$ cat config.mk
export PLATFORM = sky130hd
export DESIGN_NAME = axi_stream_slave
export DESIGN_NICKNAME = d
export VERILOG_FILES = /design/src/rtl/axi_stream_slave.sv
export SDC_FILE = /design/constraint.sdc
export NUM_CORES = 2
export LEC_CHECK = 0
export BUFFER_PORTS_ARGS = -buffer_cell sky130_fd_sc_hd__buf_4
export CORE_MARGIN = 1.5
export CORE_UTILIZATION = 55
export DETAILED_ROUTE_END_ITERATION = 16
export GPL_TIMING_DRIVEN = 0
export HOLD_SLACK_MARGIN = 0.03
export MAX_ROUTING_LAYER = met4
export PLACE_DENSITY = 0.73
export SYNTH_ARGS = -nofsm -noshare
export SYNTH_HDL_FRONTEND = slang
export SYNTH_SLANG_ARGS = --single-unit
$ cat constraint.sdc
create_clock -name clk -period 70.7 [get_ports clk]
set_clock_uncertainty 0.05 [all_clocks]
set_input_delay 14.14 -clock clk [delete_from_list [all_inputs] [get_ports clk]]
set_output_delay 14.14 -clock clk [all_outputs]
set_load 0.01 [all_outputs]
$ cat src/rtl/axi_stream_slave.sv
// AXI-Stream sink: buffers beats in a FIFO, delimits packets on tlast and checks each
// packet's beat count against the expected size latched on its first beat.
module axi_stream_slave #(
  parameter int unsigned DEPTH  = 8,
  parameter int unsigned ADDR_W = 3,
  parameter int unsigned DATA_W = 256
) (
  input  logic              clk,
  input  logic              reset,
  input  logic [DATA_W-1:0] s_tdata,
  input  logic              s_tvalid,
  input  logic              s_tlast,
  output logic              s_tready,
  input  logic [3:0]        packet_size,
  input  logic              rd_en,
  output logic [DATA_W-1:0] rd_data,
  output logic              rd_valid,
  output logic              empty,
  output logic              full,
  output logic              pkt_done,
  output logic [4:0]        pkt_len,
  output logic              len_err,
  output logic [7:0]        pkt_count
);

  typedef enum logic {StIdle, StRecv} state_e;

  localparam logic [ADDR_W:0] FullCnt = (ADDR_W + 1)'(DEPTH);

  logic [DATA_W-1:0] mem_q [DEPTH];
  logic [ADDR_W-1:0] wr_ptr_q, wr_ptr_d, rd_ptr_q, rd_ptr_d;
  logic [ADDR_W:0]   count_q, count_d;
  logic              empty_q, empty_d, full_q, full_d;
  logic [DATA_W-1:0] rd_data_q, rd_data_d;
  logic              rd_valid_q, rd_valid_d;
  state_e            state_q, state_d;
  logic [4:0]        cnt_q, cnt_d, exp_q, exp_d, exp_sel, cnt_inc;
  logic              pkt_done_q, pkt_done_d, len_err_q, len_err_d;
  logic [4:0]        pkt_len_q, pkt_len_d;
  logic [7:0]        pkt_count_q, pkt_count_d;
  logic              accept, pop;

  // Ready depends only on registered occupancy, never on s_tvalid.
  assign s_tready = ~full_q;
  assign accept   = s_tvalid & ~full_q;
  assign pop      = rd_en & ~empty_q;

  always_comb begin
    wr_ptr_d   = accept ? wr_ptr_q + ADDR_W'(1) : wr_ptr_q;
    rd_ptr_d   = pop ? rd_ptr_q + ADDR_W'(1) : rd_ptr_q;
    case ({accept, pop})
      2'b10:   count_d = count_q + (ADDR_W + 1)'(1);
      2'b01:   count_d = count_q - (ADDR_W + 1)'(1);
      default: count_d = count_q;
    endcase
    empty_d    = (count_d == '0);
    full_d     = (count_d == FullCnt);
    rd_valid_d = pop;
    rd_data_d  = pop ? mem_q[rd_ptr_q] : rd_data_q;
  end

  always_comb begin
    exp_sel     = (packet_size == 4'd0) ? 5'd16 : {1'b0, packet_size};
    cnt_inc     = (cnt_q == 5'd31) ? 5'd31 : cnt_q + 5'd1;
    state_d     = state_q;
    cnt_d       = cnt_q;
    exp_d       = exp_q;
    pkt_done_d  = 1'b0;
    len_err_d   = 1'b0;
    pkt_len_d   = pkt_len_q;
    pkt_count_d = pkt_count_q;
    if (accept) begin
      case (state_q)
        StIdle: begin
          exp_d = exp_sel;
          if (s_tlast) begin
            pkt_done_d = 1'b1;
            pkt_len_d  = 5'd1;
            len_err_d  = (exp_sel != 5'd1);
          end else begin
            cnt_d   = 5'd1;
            state_d = StRecv;
          end
        end
        StRecv: begin
          if (s_tlast) begin
            pkt_done_d = 1'b1;
            pkt_len_d  = cnt_inc;
            len_err_d  = (cnt_inc != exp_q);
            cnt_d      = 5'd0;
            state_d    = StIdle;
          end else begin
            cnt_d = cnt_inc;
          end
        end
        default: state_d = StIdle;
      endcase
    end
    if (pkt_done_d) pkt_count_d = pkt_count_q + 8'd1;
  end

  // Storage is deliberately not reset.
  always_ff @(posedge clk) begin
    if (accept) mem_q[wr_ptr_q] <= s_tdata;
  end

  always_ff @(posedge clk) begin
    if (reset) begin
      wr_ptr_q    <= '0;
      rd_ptr_q    <= '0;
      count_q     <= '0;
      empty_q     <= 1'b1;
      full_q      <= 1'b0;
      rd_data_q   <= '0;
      rd_valid_q  <= 1'b0;
      state_q     <= StIdle;
      cnt_q       <= '0;
      exp_q       <= '0;
      pkt_done_q  <= 1'b0;
      len_err_q   <= 1'b0;
      pkt_len_q   <= '0;
      pkt_count_q <= '0;
    end else begin
      wr_ptr_q    <= wr_ptr_d;
      rd_ptr_q    <= rd_ptr_d;
      count_q     <= count_d;
      empty_q     <= empty_d;
      full_q      <= full_d;
      rd_data_q   <= rd_data_d;
      rd_valid_q  <= rd_valid_d;
      state_q     <= state_d;
      cnt_q       <= cnt_d;
      exp_q       <= exp_d;
      pkt_done_q  <= pkt_done_d;
      len_err_q   <= len_err_d;
      pkt_len_q   <= pkt_len_d;
      pkt_count_q <= pkt_count_d;
    end
  end

  assign rd_data   = rd_data_q;
  assign rd_valid  = rd_valid_q;
  assign empty     = empty_q;
  assign full      = full_q;
  assign pkt_done  = pkt_done_q;
  assign pkt_len   = pkt_len_q;
  assign len_err   = len_err_q;
  assign pkt_count = pkt_count_q;

endmodule

== After elaboration in Yosys (flattened, before gate mapping) ==
Memories as Yosys holds them, arrays and structs flattened. A register that Yosys moved wholly into a read port is not among the register bits.
Cells that the tools add are included.

* Reductions and logical operators: 6
* Add/subtract/negate cells: 6
* Equal/unequal tests: 9
* Muxes and demuxes: 17
* Bitwise operators: 6

{| class="wikitable"
|+ Operator list
! cell !! count
|-
| 5-bit two-way mux || 6
|-
| 5-bit one-hot mux with 2 select lines || 2
|-
| 8-bit by 1-bit adder with 8-bit output (second input constant) || 1
|-
| 4-bit zero test || 2
|-
| 4-bit one-hot mux with 2 select lines || 1
|-
| 1-bit two-way mux || 7
|-
| 3-bit by 1-bit adder with 3-bit output (second input constant) || 2
|-
| 2-bit != test (second input constant) || 3
|-
| 5-bit by 1-bit adder with 5-bit output (second input constant) || 1
|-
| 5-bit equality test (second input constant) || 1
|-
| 5-bit by 1-bit != test with 1-bit output (second input constant) || 1
|-
| 5-bit != test || 1
|-
| 4-bit by 1-bit adder with 4-bit output (second input constant) || 1
|-
| 4-bit equality test (second input constant) || 1
|-
| 1-bit inverter || 4
|-
| 2-bit AND reduction || 2
|-
| 4-bit by 1-bit subtractor with 4-bit output (second input constant) || 1
|-
| 3-bit AND reduction || 1
|-
| 1-bit bitwise AND || 2
|-
| 2-bit by 1-bit equality test with 1-bit output (second input constant) || 1
|-
| 2-bit equality test (second input constant) || 1
|-
| 1-bit one-hot mux with 2 select lines || 1
|-
| 2-bit OR reduction || 1
|}

* Output and inout bits: 275
* Flip-flop bits (word level): 39
* Input bits: 265
* Bits in writable memories: 2048
* Memories: 1
* Word-level logic and storage cells: 58

{| class="wikitable"
|+ Memory list
! memory !! words !! width !! read ports !! clocked after memory_dff !! write ports !! RTL line !! source
|-
| mem_q || 8 || 256 || 1 || 1 || 1 || 30 || <nowiki>logic [DATA_W-1:0] mem_q [DEPTH];</nowiki>
|}

== Longest topological paths before layout ==
* Depth after elaboration: 5
* Gate-level depth with buffers: 13
* Mapped depth without buffers: 10

== Worst setup path after synthesis ==
OpenSTA, ideal clock, no wires.

* Kind: input to register
* From: in s_tvalid
* To: mem mem_q[0][0] (enable)
* Stages on the path: 4
* Data required time: 69.151 ns
* Arrival time: 38.704 ns
* Library setup time: 1.499 ns
* Path slack: 30.447 ns
* Buffers on the path: 1
* Path through: nor2b_1 > inv_1 > clkbuf_1 > nor4_1

* Cells in the longest elaborated chain, start to end: 3

{| class="wikitable"
|+ RTL lines
! element !! RTL line !! source
|-
| start, declared || 11 || <nowiki>input logic s_tvalid,</nowiki>
|-
| 1-bit bitwise AND || 45 || <nowiki>assign accept = s_tvalid & ~full_q;</nowiki>
|-
| 1-bit two-way mux || 104 || <nowiki>if (accept) mem_q[wr_ptr_q] <= s_tdata;</nowiki>
|-
| 1-bit two-way mux (implied by the code) || 104 ||
|-
| end, declared || 30 ||
|}

Every way passes these cells.

== Worst setup path in the final report ==
* From: in s_tvalid
* To: mem mem_q[0][170] (enable)

The elaborated chain is that of the path after synthesis.

==> run summary <==
### Run status
• **run status** complete, no violations

### Timing
• **max-slew violation total from the final report** 0
• **worst setup slack after layout** 53.57 ns
• **unrepaired setup endpoints after global routing** no
• **final hold vios** 0
• **final worst path period need** 17.13 ns
• **final setup TNS** 0 ns
• **Max-slew headroom** 2.27%
• **number of failing setup endpoints in the final timing report** 0
• **pin slew with the least headroom to its limit** 1.47 ns
• **ratio of final minimum period to clock period** 24.2%
• **Fmax achieved** 0.0584 GHz

### Clock network
• **H-Tree Depth** 4
• **TritonCTS sink count** 2343
• **total clock buffers created by CTS** 221
• **hold buffer count at CTS** 0
• **clock tree from TritonCTS** done
• **clock slew seen by the registers of the worst setup and hold paths** 0.06 ns
• **clk_lat worst skew** 0.88 ns
• **cell at the root of the clock tree** clkbuf_16
• **post-cts repair resize count** 0
• **maximum root-to-sink buffer count** 3
• **setup fix buffers added after clock tree synthesis** 0

### Global routing
• **GR Overflow Total** 0
• **pin count of the biggest net entering global routing** 27
• **wire length of the first global-routing pass** 312 mm
• **number of global-route vias before repair** 46.7k
• **GR Util All Layers** 27.4%
• **antenna violations before repair** 46

### Setup path
• **biggest fanout along the worst timing path** 10
• **Crit. Startpoint** s_tvalid
• **endpoint class of the critical path** register
• **signal arrival time at the worst endpoint** 17.63 ns
• **kind of launch point of the worst setup path** input pin
• **worst setup path class** in -> reg
• **startpoint of the worst register-to-register path** full
• **required time of the worst setup path** 71.20 ns

### Cells and area
• **sequential cell area in the final layout** 67400 um2
• **layout filler cell count** 10.3k
• **layout overhead on the synthesized area** 19.4%
• **number of nets in the finished design** 5700
• **Multi-input gate area** 18900 um2
• **layout cells sized above 1** 31.4%

### Die
• **Initial Util** 55.4%
• **horizontal die dimension** 403 um
• **die height** 403 um
• **num rows** 146
• **floorplan core area** 158000 um2
• **io pins** 540
• **DIE AREA** 162000 um2

### Synthesis
• **number of unique standard cell types used by synthesis** 46
• **number of enable flip-flop cells after synthesis** 2048
• **synthesis warning total** 0
• **mean instance size in the synthesized netlist** 19.8 um2
• **portion of the post-synthesis area used by sequential elements** 76.8%
• **flip-flop and latch count after synthesis** 2343
• **Net Count, Synth** 4717
• **Cells after Synth** 4446
• **prevailing post-synth register cell** edfxtp_1
• **Syn Std Cell Area** 87800 um2
• **Synth async-reset ratio** 0%

### Placement
• **number of input and output port buffers inserted** 538
• **HPWL reported at the end of detailed placement** 143 mm
• **final RePlAce weighted congestion** 0.811
• **worst slack, placed** 52.72 ns

### Run
• **total of max-cap violations** 0

### Power
• **cell area power density** 31.0 nW/um2
• **largest voltage drop on the vdd net** 0.0253 mV
• **Leak** 34.2 nW

### Route
• **TritonRoute pass-1 iters** 6
• **antenna violation net count after detailed routing** 0
• **per-cell routed wire length** 27.9 um
• **total wire length** 216 mm
• **via density per instance** 5.99
• **First DRT Iteration DRCs** 4326
• **vias after detailed routing** 46.4k
• **number of remaining DRC errors** 0

### Hold path
• **worst min path class** reg -> reg
• **hold path startpoint** pkt_len[3]

-- metal layers --
| metal | routed length, um | part of all wire [%] | up-vias | track usage (%) |
|---|---|---|---|---|
| li1 | - | - | 20083 | - |
| met1 | 86600 | 40 | 24119 | 36.2 |
| met2 | 104000 | 48 | 1881 | 41.6 |
| met3 | 19800 | 9.1 | 327 | 7.27 |
| met4 | 6260 | 2.9 | 0 | 9.72 |
| met5 | 0 | 0 | - | - |
-- cell type report --
class	instances	share of cell area, %
Inverter	5	0.0179
Multi-Input combinational cell	1828	18.0
Tap cell	2072	2.47
Timing Repair Buffer	760	6.50
Antenna cell	57	0.136
Buffer	270	1.50
Clock buffer	311	5.86
Clock inverter	108	1.24
Sequential cell	2343	64.3
-- cell usage in the layout, fill, tap and decap left out, types with 6 or more instances in the layout --
cell type / count
mux2_2: 128
edfxtp_1: 2048
xor2_1: 7
dfxtp_1: 295
clkinv_16: 11
buf_12: 30
diode_2: 57
buf_4: 601
nor3_1: 131
clkinv_2: 45
clkbuf_16: 222
clkbuf_1: 178
a21oi_1: 82
bufinv_16: 18
nand3_1: 6
mux2i_1: 321
buf_16: 8
clkinv_1: 25
ha_1: 6
xnor2_1: 10
buf_2: 82
o21ai_0: 72
a211oi_1: 192
o22ai_1: 66
o21bai_1: 64
buf_6: 169
nand2b_1: 8
mux4_2: 384
clkbuf_8: 26
nor2_1: 283
nand2_1: 27
buf_8: 19
-- worst max-delay path, cell delays in order --
cell and delay (ns):
buf_4 0.12, nor2b_1 0.25, inv_1 0.19, clkbuf_1 0.29
nor4_2 0.48, buf_4 0.27, buf_6 0.16, buf_4 0.19
buf_6 0.16, buf_4 0.19, buf_6 0.16, buf_4 0.19
buf_4 0.20, buf_4 0.21, buf_4 0.20, buf_4 0.20
-- logic make-up after synthesis --
group                    synth area share, %
AO/OA/AOI/OAI                           3.69
XOR/XNOR                               0.170
adder cells (fa/ha/maj)               0.0855
buffers and inverters                   1.81
flip-flops                              76.8
multiplexers                            15.1
AND/OR/NAND/NOR                         2.34
-- per-stage QoR --
| stage | std cells | utilization, % | hold slack (ns) | instance area, um2 | power (mW) |
|---|---|---|---|---|---|
| floorplan | 4446 | - | 0.404 | 87800 | 1.93 |
| global placement | 7056 | 59.6 | 0.392 | 94400 | 2.13 |
| detailed placement | 7278 | 61.4 | 0.398 | 97300 | 2.09 |
| CTS | 7697 | 66.1 | 0.405 | 105000 | 3.27 |
| global route | 7738 | 66.2 | 0.437 | 105000 | 3.36 |
| finish | 7754 | 66.2 | 0.403 | 105000 | 3.25 |
-- power breakdown --
part / switching [mW] / leakage, nW / internal (mW)
Clock: 0.516 / 3.63 / 0.677
Sequential: 0.0277 / 21.0 / 1.58
Combinational: 0.251 / 9.57 / 0.208
Total: 0.794 / 34.2 / 2.46
-- synth_stat cells, types with 10 or more instances --
cell type	number	area share [%]
buf_4	14	0.12
mux4_2	384	9.8
o22ai_1	66	0.47
mux2i_1	321	3.7
nor3_1	135	0.77
a211oi_1	192	1.6
nor2_1	286	1.2
edfxtp_1	2048	70
o21ai_0	72	0.41
buf_6	52	0.67
nand2_1	27	0.12
mux2_2	128	1.6
o21bai_1	64	0.55
a21oi_1	82	0.47
dfxtp_1	295	6.7
xnor2_1	10	0.10
buf_2	82	0.47
clkbuf_1	118	0.50
-- path summary, 6_finish.rpt --
check	to	slack (ns)	cells past startpoint
setup / recovery	mem_q[0][170]	53.57	16
hold / removal	pkt_len[3]	0.40	2
setup reg to reg	mem_q[0][170]	66.57	15
hold reg to reg	pkt_len[3]	0.40	2
-- registers in the layout, summed over array words and instances, names as in the netlist, 3 cells and up --
register / cells
mem_q: 2048
rd_data: 256
pkt_count: 8
cnt_q: 5
exp_q: 5
pkt_len: 5
count_q: 4
rd_ptr_q: 3
wr_ptr_q: 3
Note: power is estimated with default switching activity, not from simulation.
